## src/rtl/reg_alu_pkg.sv

```systemverilog
// rtl/reg_alu_pkg.sv - shared types and constants for the register-file/ALU sequencer
package reg_alu_pkg;

  localparam int PKG_DATA_W = 8;
  localparam int PKG_ADDR_W = 4;
  localparam int PKG_CNT_W  = 16;

  typedef enum logic [1:0] {
    IDLE = 2'd0,
    EXEC = 2'd1,
    RESP = 2'd2
  } seq_state_t;

  localparam logic [1:0] ALU_AND = 2'b00;
  localparam logic [1:0] ALU_OR  = 2'b01;
  localparam logic [1:0] ALU_ADD = 2'b10;
  localparam logic [1:0] ALU_SUB = 2'b11;

  typedef struct packed {
    logic [1:0]            alu_ctl;
    logic                  alu_src;
    logic                  wb_en;
    logic [PKG_ADDR_W-1:0] rd;
    logic [PKG_ADDR_W-1:0] rs1;
    logic [PKG_ADDR_W-1:0] rs2;
    logic [PKG_DATA_W-1:0] imm;
  } instr_t;

endpackage

```

## src/rtl/reg_alu_sequencer.sv

```systemverilog
// rtl/reg_alu_sequencer.sv - single-issue IDLE/EXEC/RESP controller for the register-file + ALU datapath
module reg_alu_sequencer
  import reg_alu_pkg::*;
#(
  parameter int DATA_W = PKG_DATA_W,
  parameter int ADDR_W = PKG_ADDR_W,
  parameter int CNT_W  = PKG_CNT_W
) (
  input  logic                           CLK,
  input  logic                           RST,
  input  logic                           instr_valid,
  output logic                           instr_ready,
  input  logic [4+3*ADDR_W+DATA_W-1:0]   instr,
  output logic [ADDR_W-1:0]              RA1,
  output logic [ADDR_W-1:0]              RA2,
  output logic [ADDR_W-1:0]              WA,
  output logic                           write_enable,
  output logic                           ALUSrc,
  output logic [1:0]                     ALUControl,
  output logic [DATA_W-1:0]              immediate,
  input  logic [DATA_W-1:0]              ALUResult,
  input  logic                           Zero,
  output logic                           res_valid,
  input  logic                           res_ready,
  output logic [DATA_W-1:0]              res_data,
  output logic                           res_zero,
  output logic                           busy,
  output logic [CNT_W-1:0]               retired
);

  localparam int INSTR_W = 4 + 3*ADDR_W + DATA_W;

  seq_state_t          r_state;
  seq_state_t          w_next_state;
  instr_t              r_instr;
  logic [DATA_W-1:0]   r_res_data;
  logic                r_res_zero;
  logic [CNT_W-1:0]    r_retired;
  logic                w_accept;
  logic                w_retire;

  always_ff @(posedge CLK or posedge RST) begin
    if (RST) begin
      r_state    <= IDLE;
      r_instr    <= '0;
      r_res_data <= '0;
      r_res_zero <= 1'b0;
      r_retired  <= '0;
    end else begin
      r_state <= w_next_state;
      if (w_accept) begin
        r_instr <= instr_t'(instr[INSTR_W-1:0]);
      end
      // The datapath write and the result capture share the edge that ends EXEC.
      if (r_state == EXEC) begin
        r_res_data <= ALUResult;
        r_res_zero <= Zero;
      end
      if (w_retire) begin
        r_retired <= r_retired + 1'b1;
      end
    end
  end

  // Datapath controls decode from state so an async reset drops write_enable at once.
  always_comb begin
    w_next_state = r_state;
    w_accept     = 1'b0;
    w_retire     = 1'b0;
    instr_ready  = 1'b0;
    res_valid    = 1'b0;
    busy         = 1'b1;
    RA1          = '0;
    RA2          = '0;
    WA           = '0;
    write_enable = 1'b0;
    ALUSrc       = 1'b0;
    ALUControl   = 2'b00;
    immediate    = '0;
    case (r_state)
      IDLE: begin
        instr_ready = 1'b1;
        busy        = 1'b0;
        if (instr_valid) begin
          w_accept     = 1'b1;
          w_next_state = EXEC;
        end
      end
      EXEC: begin
        RA1          = r_instr.rs1;
        RA2          = r_instr.rs2;
        WA           = r_instr.rd;
        ALUSrc       = r_instr.alu_src;
        ALUControl   = r_instr.alu_ctl;
        immediate    = r_instr.imm;
        write_enable = r_instr.wb_en & (r_instr.rd != '0);
        w_next_state = RESP;
      end
      RESP: begin
        res_valid = 1'b1;
        if (res_ready) begin
          w_retire     = 1'b1;
          w_next_state = IDLE;
        end
      end
      default: begin
        w_next_state = IDLE;
      end
    endcase
  end

  assign res_data = r_res_data;
  assign res_zero = r_res_zero;
  assign retired  = r_retired;

endmodule

```

## config.mk

```make
export PLATFORM = sky130hd
export DESIGN_NAME = reg_alu_sequencer
export DESIGN_NICKNAME = d
export VERILOG_FILES = /design/src/rtl/reg_alu_pkg.sv /design/src/rtl/reg_alu_sequencer.sv
export SDC_FILE = /design/constraint.sdc
export NUM_CORES = 1
export LEC_CHECK = 0
export CAP_MARGIN = 20
export CORE_ASPECT_RATIO = 1.75
export CORE_MARGIN = 2
export CORE_UTILIZATION = 48
export CTS_BUF_LIST = sky130_fd_sc_hd__clkbuf_8
export CTS_CLUSTER_DIAMETER = 50
export DETAILED_ROUTE_END_ITERATION = 7
export PLACE_DENSITY = 0.95
export SLEW_MARGIN = 10
export SYNTH_ARGS = -nofsm -noshare
export SYNTH_HDL_FRONTEND = slang
export SYNTH_SLANG_ARGS = --single-unit
```

## constraint.sdc

```tcl
create_clock -name CLK -period 2.5 [get_ports CLK]
set_input_delay 0.25 -clock CLK [delete_from_list [all_inputs] [get_ports CLK]]
set_output_delay 0.25 -clock CLK [all_outputs]
set_load 0.05 [all_outputs]
```

==> results.toml <==
[final_layout]
area_growth_pct = 57.59
antenna_cells = 0
ff_latch_area_um2 = 1276
nets = 298
layout_commonest_cell = "clkdlybuf4s50_1"
fillers = 253
layout_common_cells = "64 x clkdlybuf4s50_1, 51 x dfrtp_1, 34 x mux2_2, 24 x and2_1, 24 x buf_12"
multiInputGateArea_um2 = 872.1
final_util_pct = 79.06
layout-drive-gt1-share_pct = 28.74

[yosys]
synth_cell_types = 26
synth-edff-count = 0
postSynth.asyncResetShare_pct = 100.0
synth_area_per_cell_um2 = 13.07
syn_area_um2 = 2210
ys_seq_elements = 51
synth_warnings = 0
ys_seq_area_share_pct = 57.76
synth_ff_type = "dfrtp_1"
syn_inst = 169
synth_nets = 207

[floorplanning]
core_um2 = 4404
io_pins = 89
rows = 32
start_util_pct = 50.17
dieArea_um2 = 5184
die_width_um = 55.29
die_h_um = 93.76

[clock_tree]
cts.sinks = 51
hold_buffers = 0
htreeDepth = 2
clk_pin_slew_worst_paths_ns = 0.09
max-clock-path-buffers = 2
cts_buffers = 5
post_cts_resized = 0
clock_latency_ns = 0.30
cts_setup_buffers = 0
cts-root-buf = "clkbuf_8"
cts_tree = "built"

[worst_setup_path]
required_ns = 2.25
worst-path-max-fanout = 4
worst_ep_arrival_time_ns = 1.91
path_class = "register to output pin"
path_cells = "or2_2 -> inv_1 -> clkdlybuf4s50_1"
cpMaxStageDelayCell = "clkdlybuf4s50_1"
end_kind = "output pin"
critPathTopFamily = "buffers and inverters"
path_buf_inv = 2
cp-start-kind = "register"
cpPeakStageDelay_ns = 0.79

[detailed_routing]
wl_mm = 4.994
wl_per_cell_um = 16.01
remaining_drc_errors = 0
drt_pre_antenna_iters = 4
antenna_left = 0
drtIter0Drc = 29
num_vias = 1601
viasPerCell = 5.131

[timing]
fin_tns_setup_ns = 0
setup_viol_count_final = 0
drv_slew = 0
rsz0062_at_grt = "false"
whs_ns = 0.4225
slew_headroom_pct = 57.36
hold_viol = 0
worstMarginPinSlew_ns = 0.6396
period_needed_ns = 2.160
finalClockSkew_ns = 0.009791
clock.fmax_mhz = 463.0
min_period_over_period_pct = 86.40

[global_routing]
grt_first_pass_wirelength_mm = 8.114
antenna_found_initial = 0
grt.total_usage_pct = 20.43
grt_max_degree = 52
grt_pass1_vias = 1731
globalRouteOverflowTotal = 0

[placed_design]
gp_congestion = 0.7886
dp_hpwl_mm = 3.833
port_buffers = 88

[power]
p_leak_uw = 0.001530
p_per_area_nw_per_um2 = 1255
power_uw = 4369
peakVddDrop_mv = 1.163

[min_path]
worstHoldPathType = "input pin to asynchronous set/reset pin"

[job]
cap_viol_max_count = 0

[outcome]
outcome = "finished clean"
[Yosys cell counts, types with 2 or more instances]
library cell / instances / area, um2
dfrtp_1: 51 / 1276
mux2_2: 34 / 382.9
and2_1: 24 / 150.1
xnor2_1: 8 / 70.07
nand3_1: 7 / 35.03
xor2_1: 7 / 61.31
nand2_1: 5 / 18.77
nor2_1: 5 / 18.77
clkbuf_1: 4 / 15.01
inv_1: 4 / 15.01
and3_1: 3 / 18.77
and4_1: 2 / 17.52
buf_4: 2 / 15.01
[flip-flops by register name, indices dropped and copies added (netlist names)]
signal    flops
r_instr      24
r_state       2
res_data      8
res_zero      1
retired      16
[cell families after synthesis]
group | count (synthesis) | synth area share (%)
simple gates | 55 | 15.29
mux | 34 | 17.33
compound gates | 1 | 0.3399
flops | 51 | 57.76
xor+xnor | 15 | 5.946
buf+inv | 12 | 2.774
fa+ha+maj | 1 | 0.5662
[worst paths after layout]
| kind | from | cells after the start | slack (ns) | endpoint |
|---|---|---|---|---|
| min in group CLK | retired[10] | 1 | 0.50 | retired[10] |
| setup / recovery | r_state[1] | 3 | 0.34 | instr_ready |
| hold / removal | RST | 3 | 0.42 | r_instr[2] |
| max in group asynchronous | RST | 3 | 1.65 | r_state[1] |
| hold reg to reg | retired[10] | 1 | 0.50 | retired[10] |
| setup reg to reg | r_state[1] | 5 | 0.76 | r_instr[20] |
[where the power goes]
| part | internal (uW) | leakage (uW) | switching [uW] | total (uW) |
|---|---|---|---|---|
| logic | 1120 | 0.000857 | 1380 | 2500 |
| registers | 1150 | 0.000623 | 205 | 1360 |
| clock network | 252 | 0.0000505 | 263 | 515 |
| total | 2520 | 0.00153 | 1850 | 4370 |
[layout make-up]
type | count | share of cell area, %
sequential | 51 | 36.65
timing repair buffer | 92 | 33.06
multi-input combinational | 106 | 25.04
clock buffer | 7 | 2.767
tap | 51 | 1.833
inverter | 4 | 0.4312
clock inverter | 1 | 0.2156
[stage by stage]
step           setup WS, ns  cell area [um2]  instances
6_report             0.3401             3482        312
5_1_grt              0.2626             3482        312
4_1_cts              0.3209             3482        312
3_5_place_dp         0.5606             3378        304
3_3_place_gp         0.6502             3378        304
2_1_floorplan        0.3398             2210        169
[layer usage]
| metal | share of wire (%) | up-vias | global-route usage, % |
|---|---|---|---|
| met5 | 0 | - | 0 |
| met4 | 1.4 | 0 | 8.740 |
| met3 | 5.8 | 4 | 5.785 |
| met2 | 57 | 56 | 37.10 |
| met1 | 35 | 805 | 21.73 |
| li1 | - | 736 | - |
[worst min-delay path: cells and delay by family]
family / cells / cell delay, ns
buffers and inverters: 3 / 0.95
(Power assumes the default switching activity.)
